--- config.mk ---
export PLATFORM = sky130hd
export DESIGN_NAME = tetris_line_clear
export DESIGN_NICKNAME = d
export VERILOG_FILES = /design/src/rtl/tetris_line_clear.sv
export SDC_FILE = /design/constraint.sdc
export NUM_CORES = 1
export LEC_CHECK = 0
export CAP_MARGIN = 10
export CORE_AREA = 2 2 321 323
export DETAILED_ROUTE_END_ITERATION = 10
export DIE_AREA = 0 0 323 325
export GPL_ROUTABILITY_DRIVEN = 1
export PLACE_DENSITY = 0.52
export SKIP_LAST_GASP = 1
export SYNTH_ARGS = -nofsm -noshare
export SYNTH_HDL_FRONTEND = slang
export SYNTH_SLANG_ARGS = --single-unit
--- constraint.sdc ---
create_clock -name clock -period 4.29 [get_ports clock]
set_clock_uncertainty 0.15 [all_clocks]
set_input_delay 1.287 -clock clock [delete_from_list [all_inputs] [get_ports clock]]
set_output_delay 1.287 -clock clock [all_outputs]
set_load 0.005 [all_outputs]
--- src/rtl/tetris_line_clear.sv ---
// Line-clear pass between game logic and vga_controller: removes full rows, collapses the field, reports lines/score.
// Optional scoring is compiled only when LINE_CLEAR_SCORE_EN is defined; otherwise score is tied to 0.
module tetris_line_clear #(
  parameter int ROWS    = 20,
  parameter int COLS    = 20,
  parameter int SCORE_W = 16
) (
  input  logic                   clock,
  input  logic                   reset,
  input  logic                   start,
  input  logic [ROWS*COLS-1:0]   field_in,
  output logic [ROWS*COLS-1:0]   field_out,
  output logic                   busy,
  output logic                   done,
  output logic [4:0]             lines_last,
  output logic [SCORE_W-1:0]     score
);

  localparam int R_W = (ROWS > 1) ? $clog2(ROWS) : 1;

  typedef enum logic [1:0] {IDLE, SCAN, DONE} state_t;

  state_t                 state, state_next;
  logic [R_W-1:0]         r;
  logic [4:0]             n;
  logic [COLS-1:0]        rows [ROWS];
  logic [ROWS*COLS-1:0]   shifted;
  logic                   row_full;

  always_comb begin
    for (int unsigned k = 0; k < ROWS; k++) begin
      rows[k] = field_out[k*COLS +: COLS];
    end
  end

  assign row_full = &rows[r];

  // Rows 1..r take the row above them; row 0 refills empty; rows below r stay put.
  always_comb begin
    shifted = field_out;
    for (int unsigned k = 0; k < ROWS; k++) begin
      if (k == 0) begin
        shifted[k*COLS +: COLS] = '0;
      end else if (k <= 32'(r)) begin
        shifted[k*COLS +: COLS] = rows[k-1];
      end
    end
  end

  always_ff @(posedge clock) begin
    if (reset) begin
      state <= IDLE;
    end else begin
      state <= state_next;
    end
  end

  always_comb begin
    state_next = state;
    case (state)
      IDLE:    if (start) state_next = SCAN;
      SCAN:    if (!row_full && (r == '0)) state_next = DONE;
      DONE:    state_next = IDLE;
      default: state_next = IDLE;
    endcase
  end

  assign busy = (state != IDLE);
  assign done = (state == DONE);

  always_ff @(posedge clock) begin
    if (reset) begin
      field_out  <= '0;
      r          <= '0;
      n          <= '0;
      lines_last <= '0;
    end else begin
      case (state)
        IDLE: begin
          if (start) begin
            field_out <= field_in;
            r         <= R_W'(ROWS - 1);
            n         <= '0;
          end
        end
        SCAN: begin
          if (row_full) begin
            field_out <= shifted;
            n         <= n + 5'd1;
          end else if (r != '0) begin
            r <= r - 1'b1;
          end
        end
        DONE: lines_last <= n;
        default: ;
      endcase
    end
  end

`ifdef LINE_CLEAR_SCORE_EN
  logic [SCORE_W-1:0] score_q;
  logic [3:0]         bonus;
  logic [SCORE_W:0]   sum;

  always_comb begin
    case (n)
      5'd0:    bonus = 4'd0;
      5'd1:    bonus = 4'd1;
      5'd2:    bonus = 4'd3;
      5'd3:    bonus = 4'd5;
      default: bonus = 4'd8;
    endcase
    sum = {1'b0, score_q} + {{(SCORE_W-3){1'b0}}, bonus};
  end

  always_ff @(posedge clock) begin
    if (reset) begin
      score_q <= '0;
    end else if (state == DONE) begin
      score_q <= sum[SCORE_W] ? '1 : sum[SCORE_W-1:0];
    end
  end

  assign score = score_q;
`else
  assign score = '0;
`endif

endmodule

==> impl_metrics.csv, run 1 <==
group,metric,value,unit
sta,finalHoldViolCount,0,
cts,post_cts_buffers,0,
global_route,grt_pass1_wl,220000,um
critical_path,r2r_end,"field_out[241]",
yosys,async_flop_share,0,%
floorplan,start_util,23.3,%
power_and_ir_drop,power_per_cell_area,567,mW/mm^2
global_route,grt_use_total,29.2,%
sta,finalMaxSlewViolations,0,
drt,viasPerCell,5.63,
yosys,synth_flop_cell,"dfxtp_1",
sta,slew_headroom,26.4,%
sta,period_share,98.7,%
cts,clock_latency,0.62,ns
run,drv_cap,0,
cts,clock_path_buffers,3,
placement,dpl_worst_slack,0.171,ns
critical_path,worst-path-max-fanout,38,
floorplan,die_w,323,um
yosys,synthesis.area,0.0236,mm^2
cts,cts_made_buffers,53,
critical_path,cp-endpoint,"field_out[241]",
cts,holdBufCountCts,0,
critical_path,rr_worst_depth,13,
sta,min_period,4.23,ns
global_route,grt_pass1_vias,26600,
drt,drc,0,
critical_path,crit_type,"reg2reg",
power_and_ir_drop,peakVddDrop,0.335,mV
yosys,syn_inst,2878,
floorplan,ios,826,
sta,finalSetupTns,0,ns
sta,setup_ws,0.0568,ns
cts,clock_sinks,417,
final_layout,final_util,35.2,%
sta,rsz0062_at_grt,"false",
critical_path,arrival,4.52,ns
cts,cts_max_level,2,
critical_path,rr_startpoint,"r[2]",
final_layout,drive_gt1_share,11.1,%
yosys,synth_warnings,0,
critical_path,cp-start-kind,"flip-flop",
cts,cts.clk_slew.worst_paths,0.06,ns
cts,cts-resized-gates,0,
drt,postRouteAntennaNets,0,
cts,cts_root_buf,"clkbuf_16",
yosys,synth-seq-cells,417,
critical_path,setup.worst_path.start,"r[2]",
final_layout,finalNetCount,4009,
sta,worst_pin_slew,1.10,ns
yosys,netlist-cell-type-count,69,
power_and_ir_drop,power.leakage,13.4,nW
worst_hold_path,hold_path_class,"reg2reg",
critical_path,worst-r2r-setup-slack,0.06,ns
critical_path,critPathCaptureType,"flip-flop",
placement,hpwl,123000,um
drt,dr.first_iter.drc_count,3502,
sta,max_freq,236,MHz
critical_path,worst_ep_required_time,4.57,ns
placement,io_buffers,809,
floorplan,rows,117,
placement,gp_congestion,0.932,
sta,setup_viol,0,
floorplan,die-area,0.105,mm^2
yosys,syn_avg_cell_area,8.20,um^2
run_status,outcome,"finished clean",
yosys,synth_edf_count,0,
drt,first_pass_iters,7,
final_layout,area.growth.synth_to_final,51.0,%
drt,wire_per_inst,32.1,um
cts,cts_tree,"built",
global_route,grt.overflow.total,0,
global_route,grt_antenna_before_repair,22,
floorplan,fp.dieH,325,um
drt,wl,161000,um
yosys,synth_seq_area_share,35.4,%
floorplan,core,0.101,mm^2
global_route,grt_max_degree,161,
drt,vias,28300,
[per-stage QoR]
step / power [mW] / cells / hold WS, ns / instance area, um^2
after global placement: 15.4 / 4913 / 0.321 / 33900
after floorplan: 9.69 / 2893 / 0.321 / 23700
after global routing: 20.8 / 5019 / 0.361 / 35600
after CTS: 20.1 / 5009 / 0.335 / 35600
after detailed placement: 15.4 / 4913 / 0.322 / 33900
final: 20.2 / 5025 / 0.339 / 35600
[cell type report]
type | instances | area, um^2
Antenna cell | 16 | 40.0
Clock buffer | 77 | 1540
Clock inverter | 19 | 219
Fill cell | 10700 | 65700
Inverter | 271 | 1020
Multi-Input combinational cell | 1880 | 12900
Sequential cell | 417 | 8360
Tap cell | 1368 | 1710
Timing Repair Buffer | 977 | 9860
[registers in the layout (all words and copies together), names as in the netlist]
name	flops
n	5
field_out	400
lines_last	5
state	2
r	5
[critical path, cell delays in order (launching register included)]
cell and delay, ns:
dfxtp_4 0.59, buf_12 0.26, and2_1 0.22, buf_4 0.22
nand2_1 0.08, a31oi_1 0.46, a221o_1 0.26, nand2_1 0.08
a311oi_1 0.47, nand3_1 0.32, a21oi_4 0.30, buf_12 0.24
buf_12 0.24, a221oi_1 0.12
[cell families after synthesis]
kind of cell / after synthesis / synth area share (%)
adder cells (fa/ha/maj): 6 / 0.318
buffers and inverters: 596 / 10.7
flip-flops: 417 / 35.4
AO/OA/AOI/OAI: 849 / 28.0
multiplexers: 165 / 9.33
AND/OR/NAND/NOR: 844 / 16.2
other: 1 / 0.0159
[worst min path at each step]
stage	startpoint	end	slack, ns	cells past startpoint
2_1_floorplan	field_out[382]	field_out[382]	0.32	2
3_3_place_gp	field_out[399]	field_out[399]	0.32	2
3_5_place_dp	field_out[394]	field_out[394]	0.32	2
4_1_cts	field_out[399]	field_out[399]	0.33	2
5_1_grt	field_out[394]	field_out[394]	0.36	2
6_report	field_out[399]	field_out[399]	0.34	2
[report_power, final]
| group | switching [mW] | internal, mW |
|---|---|---|
| Sequential | 1.74 | 4.78 |
| Clock | 1.96 | 2.72 |
| Combinational | 4.84 | 4.16 |
[synthesized netlist by cell type (all sizes together), types with 24 or more instances]
library cell  count  area [um^2]
a211oi           45          343
a21oi            68          355
a221oi          303         2650
a22oi            25          188
a311oi           24          210
and3            144          901
buf             116          733
clkbuf          209          786
dfxtp           417         8350
inv             268         1010
mux2             31          349
mux2i            93          931
mux4             41          923
nand2           455         1710
nor2            112          425
nor3             35          175
o21ai            56          284
o22ai           125          782
o2bb2ai          29          254
or2              24          150
[cells in the final DEF (no fill, tap or decap), types with 22 or more instances in the layout]
cell               n
nor2_1           107
nand2_1          455
nor3_1            34
a22oi_1           25
buf_12            40
mux4_2            41
inv_1            267
buf_4            128
a32o_1            22
clkdlybuf4s50_1  808
o22ai_1          125
or3_1             22
a21oi_1           64
a211oi_1          43
o21ai_0           44
dfxtp_1          414
mux2_2            31
clkbuf_16         55
a311oi_1          24
or2_2             23
and3_1           144
mux2i_1           93
o2bb2ai_1         29
o21a_1            23
a221oi_1         303
[metal layers]
layer / part of all wire (%) / vias to the layer above / wire (um) / global-route usage (%)
li1: - / 12100 / - / -
met1: 42 / 14200 / 67100 / 39.0
met2: 46 / 1658 / 74600 / 47.2
met3: 8.0 / 303 / 13000 / 4.71
met4: 4.1 / 10 / 6570 / 10.7
met5: 0.043 / - / 69 / 0
No activity file was read; power rests on OpenSTA's default activity.
==> run 2: changes to the inputs <==
--- a/config.mk
+++ b/config.mk
@@ -6,11 +6,11 @@
 export NUM_CORES = 1
 export LEC_CHECK = 0
 export CAP_MARGIN = 10
-export CORE_AREA = 2 2 321 323
+export CORE_AREA = 2 2 318 320
 export DETAILED_ROUTE_END_ITERATION = 10
-export DIE_AREA = 0 0 323 325
+export DIE_AREA = 0 0 320 322
 export GPL_ROUTABILITY_DRIVEN = 1
-export PLACE_DENSITY = 0.52
+export PLACE_DENSITY = 0.53
 export SKIP_LAST_GASP = 1
 export SYNTH_ARGS = -nofsm -noshare
 export SYNTH_HDL_FRONTEND = slang
==> impl_metrics.csv, run 2 (synthesis results as in run 1) <==
group,metric,value,unit
run_status,outcome,"finished clean",
placement,dpl_worst_slack,0.0195,ns
worst_hold_path,hold_path_class,"reg2reg",
placement,dp.cells,4846,
worst_hold_path,worst_hold_path.endpoint,"field_out[399]",
global_route,grt_pass1_wl,218000,um
global_route,grt_use_total,29.4,%
critical_path,rr_startpoint,"r[1]",
run,drv_cap,0,
cts,cts_root_buf,"clkbuf_16",
global_route,grt.overflow.total,0,
critical_path,worst-r2r-setup-slack,0.06,ns
critical_path,worst-path-max-fanout,33,
cts,cts_made_buffers,54,
global_route,grt_pass1_vias,26700,
floorplan,rows,116,
final_layout,finalNetCount,4013,
cts,cts_tree,"built",
final_layout,largest-register,"field_out",
final_layout,largest_reg_flops,400,
final_layout,area.growth.synth_to_final,51.0,%
power_and_ir_drop,total_power,20.5,mW
sta,worst_pin_slew,1.11,ns
cts,clock_path_buffers,3,
placement,io_buffers,809,
final_layout,final_util,35.8,%
cts,cts_max_level,2,
drt,wire_per_inst,32.3,um
drt,wl,160000,um
cts,clock_sinks,417,
critical_path,worst_ep_required_time,4.58,ns
sta,max_freq,237,MHz
critical_path,critPathCaptureType,"flip-flop",
placement,gp_congestion,0.947,
floorplan,die_w,320,um
drt,postRouteAntennaNets,0,
sta,finalMaxSlewViolations,0,
sta,setup_ws,0.0635,ns
critical_path,r2r_end,"field_out[255]",
floorplan,core,0.0996,mm^2
final_layout,layout.cells.most_common,"clkdlybuf4s50_1",
global_route,grt_antenna_before_repair,14,
floorplan,start_util,23.7,%
drt,vias,28100,
power_and_ir_drop,peakVddDrop,0.313,mV
sta,worst_hold_slack,0.335,ns
sta,min_period,4.23,ns
power_and_ir_drop,power_per_cell_area,575,mW/mm^2
floorplan,die-area,0.103,mm^2
sta,finalSetupTns,0,ns
critical_path,rr_worst_depth,13,
final_layout,finalInstanceArea,0.0356,mm^2
final_layout,drive_gt1_share,11.4,%
placement,hpwl,122000,um
drt,viasPerCell,5.68,
worst_hold_path,holdPathStages,2,
floorplan,fp.dieH,322,um
cts,cts.clk_slew.worst_paths,0.07,ns
critical_path,crit_type,"reg2reg",
drt,dr.first_iter.drc_count,3638,
drt,first_pass_iters,6,
cts,clock_latency,0.63,ns
power_and_ir_drop,power.leakage,13.4,nW
sta,period_share,98.5,%
sta,rsz0062_at_grt,"false",
global_route,grt_max_degree,160,
floorplan,ios,826,
sta,slew_headroom,25.9,%
final_layout,layout_common_cells,"clkdlybuf4s50_1, nand2_1, dfxtp_1",
final_layout,fin_cells,4958,
critical_path,cp-start-kind,"flip-flop",
sta,finalHoldViolCount,0,
placement,placed_area,0.0337,mm^2
drt,drc,0,
sta,setup_viol,0,
critical_path,arrival,4.52,ns
worst_hold_path,worstHoldStart,"field_out[399]",
run 2: cell types whose count changed in the layout (fill, tap and decap cells not counted), moves of 3 or more:
cell and delta:
buf_4 +11, buf_12 -9, bufinv_16 +4, diode_2 -4, clkbuf_1 -3, clkbuf_8 +3, clkinv_2 -3
run 2: final cells by class:
cell class              count  area (um^2)
inverters                 271         1020
well taps                1298         1620
clock buffers              77         1570
fillers                 10300        63900
clock inverters            23          340
repair buffers            980         9780
flip-flops and latches    417         8360
diodes                     12         30.0
multi-input cells        1880        12900
run 2: routing by layer:
layer	wire length, um	vias to the layer above	track usage, %
li1	-	12100	-
met1	66500	14000	39.2
met2	73700	1740	47.1
met3	13100	289	5.06
met4	6870	4	11.8
met5	29	-	0
run 2: what timing repair did:
item / in CTS / in global routing
resized for setup: 1 / 2
endpoints found under the setup margin: 2 / 289
hold buffers: 0 / 0
buffers inserted: 0 / 0
cloned: 0 / 0
endpoints found under the hold margin: 0 / 0
run 2: worst max path at each step:
stage | from | end | slack (ns)
3_3_place_gp | r[1] | field_out[220] | 0.009
5_1_grt | r[1] | field_out[91] | 0.01
4_1_cts | r[1] | field_out[89] | 0.07
3_5_place_dp | r[1] | field_out[232] | 0.02
6_report | r[1] | field_out[255] | 0.06
2_1_floorplan | r[0] | field_out[160] | 1.16
run 2: worst max-delay path: stages (launching register included):
cell and delay [ns]:
dfxtp_4 0.43, buf_12 0.20, buf_4 0.18, nor2b_1 0.24
a22oi_1 0.39, o211ai_1 0.32, a221oi_1 0.36, a21oi_1 0.16
a311oi_1 0.43, nand3_1 0.26, a21oi_4 0.28, buf_12 0.18
buf_6 0.29, a221oi_1 0.13
run 2: report_power, final:
group / internal (mW) / switching, mW
combinational: 4.14 / 4.75
clock: 3.02 / 1.99
sequential: 4.78 / 1.81
total: 11.9 / 8.55
==> edit 1, RTL diff (config.mk and constraints of run 1) <==
Register the inputs `start` and `field_in` before use, cleared by the reset. The logic sees them one clock later.
--- a/src/rtl/tetris_line_clear.sv
+++ b/src/rtl/tetris_line_clear.sv
@@ -19,6 +19,19 @@
   localparam int R_W = (ROWS > 1) ? $clog2(ROWS) : 1;
 
   typedef enum logic [1:0] {IDLE, SCAN, DONE} state_t;
+
+  logic start_q;
+  logic [ROWS*COLS-1:0] field_q;
+
+  always_ff @(posedge clock) begin
+    if (reset) begin
+      start_q <= '0;
+      field_q <= '0;
+    end else begin
+      start_q <= start;
+      field_q <= field_in;
+    end
+  end
 
   state_t                 state, state_next;
   logic [R_W-1:0]         r;
@@ -58,7 +71,7 @@
   always_comb begin
     state_next = state;
     case (state)
-      IDLE:    if (start) state_next = SCAN;
+      IDLE:    if (start_q) state_next = SCAN;
       SCAN:    if (!row_full && (r == '0)) state_next = DONE;
       DONE:    state_next = IDLE;
       default: state_next = IDLE;
@@ -77,8 +90,8 @@
     end else begin
       case (state)
         IDLE: begin
-          if (start) begin
-            field_out <= field_in;
+          if (start_q) begin
+            field_out <= field_q;
             r         <= R_W'(ROWS - 1);
             n         <= '0;
           end
Behaviour: not the same (a bounded check fails within 4 cycles, from zero or initial values and one cycle with reset high).
==> edit 1 against run 1 <==
- power grew 2.1%
- sequential cell count grew 401
- utilization grew 11 points
- area after synthesis grew 44%
- critical endpoint is now field_out[278]
- largest cell class is now sequential cells
- die area is the same
- final area grew 32%
- wire length shrank 2.2%
- worst setup slack gained 0.12 ns
==> edit 1: results (changes against run 1) <==
[grt]
antenna_found_initial = 11  ; -50%
grt_max_degree = 157  ; -2.5%
grt_use_total = 0.289  ; -0.00334
grt_pass1_wl_um = 221000  ; +0.78%

[finish]
fillCellCount = 9846  ; -7.8%
multi_input_gates = 2359  ; +25%
n_clock_buffer = 136  ; +77%
layout.nets = 4781  ; +19%
seq_cell_count = 818  ; +96%
multi_input_area_sq_um = 15600  ; +21%
diodes = 8  ; -8
register_area_sq_um = 16400  ; +96%
inverters = 147  ; -46%
layout-drive-gt1-share = 0.0861  ; -0.0246
buffers = 953  ; -2.5%
clk_share = 0.0680  ; +0.0186
buffer_area_frac = 0.205  ; -0.0722

[min_path]
hp-start = field_q[298]

[pwr]
leakage_uw = 0.0178  ; +34%

[critical_path]
cp.arrival_ns = 4.49  ; -0.03 ns
ff2ff_setup_slack_ns = 0.18  ; +0.12 ns
worstReg2RegEnd = field_out[278]
crit_path_max_fanout = 20  ; -47%
r2r-start = r[1]
crit_path_top_delay_cell = or4_1
reg2regPathDepth = 12  ; -1

[logic_synthesis]
ys_seq_area_frac = 0.483  ; +0.129
synth.area.top_cells = dfxtp_1 (48%), nor2b_1 (7.5%), mux2i_1 (7.3%)

[routing]
routedWlPerCell_um = 27.1  ; -16%
wl_met1_um = 64600  ; -3.7%
drt-initial-drc-count = 2499  ; -29%
via_count = 30700  ; +8.3%
drt-vias-per-instance = 5.26  ; -6.5%
drtPass1Iterations = 5  ; -2
route.met2.wl_um = 76700  ; +2.9%

[placement]
dp.cells = 5645  ; +15%
place.gp.congestion = 0.895  ; -4.0%
post-place-ws_ns = 0.212  ; +0.0409 ns
placed_area_sq_um = 43800  ; +29%

[clocking]
cts-buffers-inserted = 93  ; +75%
cts.htree.levels = 3  ; +1

[run_status]
status = finished, final reports clean

[timing]
fin_crit_ns = 4.11  ; -0.125 ns

==> edit 1: critical path, delay by kind of cell (launching register included) <==
family,cells,cell delay (ns)
simple gates,5,1.62
compound gates,4,1.12
buf+inv,3,0.71
flops,1,0.36
==> edit 1: power breakdown <==
group | switching (uW) | internal [uW] | total (uW)
registers | 605 | 8110 | 8720
logic | 1790 | 1760 | 3540
clock network | 3380 | 4980 | 8360
total | 5770 | 14800 | 20600
==> edit 1: per-layer routing <==
layer	global-route usage	vias up
met5	0	-
met4	0.113	6
met3	0.0568	258
met2	0.488	1143
met1	0.359	15000
li1	-	14300
==> edit 1: logic make-up after synthesis <==
group | synth area share
and+or+nand+nor | 0.188
xor gates and xnor gates | 0.00129
adders and majority gates | 0.00221
DFF | 0.483
other | 0.000111
AOI/OAI and AO/OA | 0.165
muxes | 0.0953
buffers and inverters | 0.0648
==> edit 2, RTL diff (config.mk and constraints of run 1) <==
Made on the original files. Add a define of `LINE_CLEAR_SCORE_EN`.
--- a/src/rtl/tetris_line_clear.sv
+++ b/src/rtl/tetris_line_clear.sv
@@ -1,5 +1,7 @@
 // Line-clear pass between game logic and vga_controller: removes full rows, collapses the field, reports lines/score.
 // Optional scoring is compiled only when LINE_CLEAR_SCORE_EN is defined; otherwise score is tied to 0.
+`define LINE_CLEAR_SCORE_EN
+
 module tetris_line_clear #(
   parameter int ROWS    = 20,
   parameter int COLS    = 20,
Check against the original RTL: not settled (the Yosys comparison gave no result); the edit may change what the design does.
==> edit 2 against run 1 <==
- worst setup slack got worse by 0.0047 ns
- highest routed layer unchanged
- power down 23%
- wire length decreased by 12%
- fmax is 0.11% lower
- final cell count is 8.4% lower
- sequential share of layout area grew 1.4 points
- area after synthesis fell by 2.9%
- sequential cell count is 16 higher
- sequential power is 11% lower
- final area fell by 1.9%
==> edit 2: results (changes against run 1) <==
[placement]
post-dp-hpwl_um = 107000  ; -13%
place.gp.congestion = 0.873  ; -6.3%
portBuffers = 825  ; +2.0%
dp.cells = 4491  ; -8.6%
placed_area_sq_um = 33100  ; -2.3%

[grt]
grt_use_total = 0.257  ; -0.0354
antenna_found_initial = 18  ; -18%
grt_pass1_vias = 24600  ; -7.8%
grt_pass1_wl_um = 195000  ; -11%
grt_max_degree = 122  ; -24%

[timing]
worst_pin_slew_ns = 0.989  ; -0.115 ns

[routing]
drt-initial-drc-count = 2375  ; -32%
drt-vias-per-instance = 5.42  ; -3.7%
routedWlPerCell_um = 30.7  ; -4.3%
drtPass1Iterations = 6  ; -1

[pwr]
leakage_uw = 0.0136  ; +1.7%
ir_drop_mv = 0.298  ; -11%

[logic_synthesis]
synth.area.top_cells = dfxtp_1 (38%), o221a_2 (12%), o22a_1 (11%)
synth_common_cells = dfxtp_1 (433), o22a_1 (280), o221a_2 (240)
syn_area_per_cell_sq_um = 9.33  ; +14%
synthFlopType = dfxtp_1
yosysUniqueCellTypes = 65  ; -5.8%
synthArstFlopShare = 0  ; unchanged
ys_seq_area_frac = 0.378  ; +0.0245
ys_warn_count = 0  ; unchanged
synthesis.nets = 2873

[critical_path]
critical_path.top_delay_family = simple AND/OR/NAND/NOR gates
cpPeakStageDelay_ns = 0.53  ; -0.06 ns
cp.arrival_ns = 4.68  ; +0.16 ns
crit_path_top_delay_cell = or2_2
crit_path_max_fanout = 20  ; -47%

[finish]
regMostFlops = field_out
layoutNonFillerInstCount = 4605  ; -8.4%
layout.nets = 3598  ; -10%
layout-drive-gt1-share = 0.175  ; +0.0641
largest_reg_flops = 400  ; unchanged

[clocking]
clk-insertion-delay-late_ns = 0.67  ; +0.05 ns
cts.htree.levels = 2  ; unchanged
clk_path_buf_depth = 3  ; unchanged
cts_root_buf = clkbuf_16
path_clk_slew_ns = 0.06  ; about the same
cts-buffers-inserted = 55  ; +3.8%

[min_path]
min_path_type = reg2reg

[run_status]
status = finished, final reports clean

## edit 2: metal layers
layer	GRT usage	wire, um
met5	0	27
met3	0.0394	8690
met2	0.442	69400
met1	0.327	59200
met4	0.0801	4180
## edit 2: final timing paths
kind / end / from / slack [ns] / cells past startpoint
setup / recovery: field_out[272] / r[1] / 0.05 / 14
hold / removal: lines_last[0] / lines_last[0] / 0.31 / 2
setup reg to reg: field_out[272] / r[1] / 0.05 / 14
hold reg to reg: lines_last[0] / lines_last[0] / 0.31 / 2
## edit 2: through the flow
step	hold slack, ns	total power (uW)	util	setup slack [ns]
2_1_floorplan	0.301	7540	-	1.19
3_5_place_dp	0.306	10900	0.327	-0.461
5_1_grt	0.340	16100	0.345	0.0132
4_1_cts	0.314	15600	0.344	0.0246
6_report	0.310	15500	0.345	0.0521
3_3_place_gp	0.299	10900	0.327	-0.455
## edit 2: power by group
| part | total, uW | leakage [uW] | switching [uW] | internal (uW) |
|---|---|---|---|---|
| Combinational | 5070 | 0.00911 | 2380 | 2700 |
| Sequential | 5780 | 0.00359 | 1120 | 4650 |
| Clock | 4700 | 0.000869 | 1990 | 2700 |
## edit 2: cell families after synthesis
kind of cell,synth area share
simple gates,0.0933
compound gates,0.356
flops,0.378
buf+inv,0.0679
xor+xnor,0.00611
mux,0.0901
fa+ha+maj,0.00797
## edit 2: area by class of cell
class / instances / area, sq um
sequential: 433 / 8680
inverter: 51 / 199
antenna: 15 / 37.5
clock buffer: 81 / 1560
multi-input combinational: 1679 / 12900
clock inverter: 17 / 211
fill: 10600 / 66300
timing repair buffer: 961 / 9710
tap: 1368 / 1710
## edit 2: repair_timing
item | in CTS | in global routing
setup buffers | 1 | 0
setup endpoints to repair | 402 | 361
pin swaps | 0 | 0
gates resized for setup | 4 | 11
## edit 2: worst min-delay path: stages, from the launching register on
cell     delay (ns)
dfxtp_1        0.30
nand2_1        0.05
a21oi_1        0.05
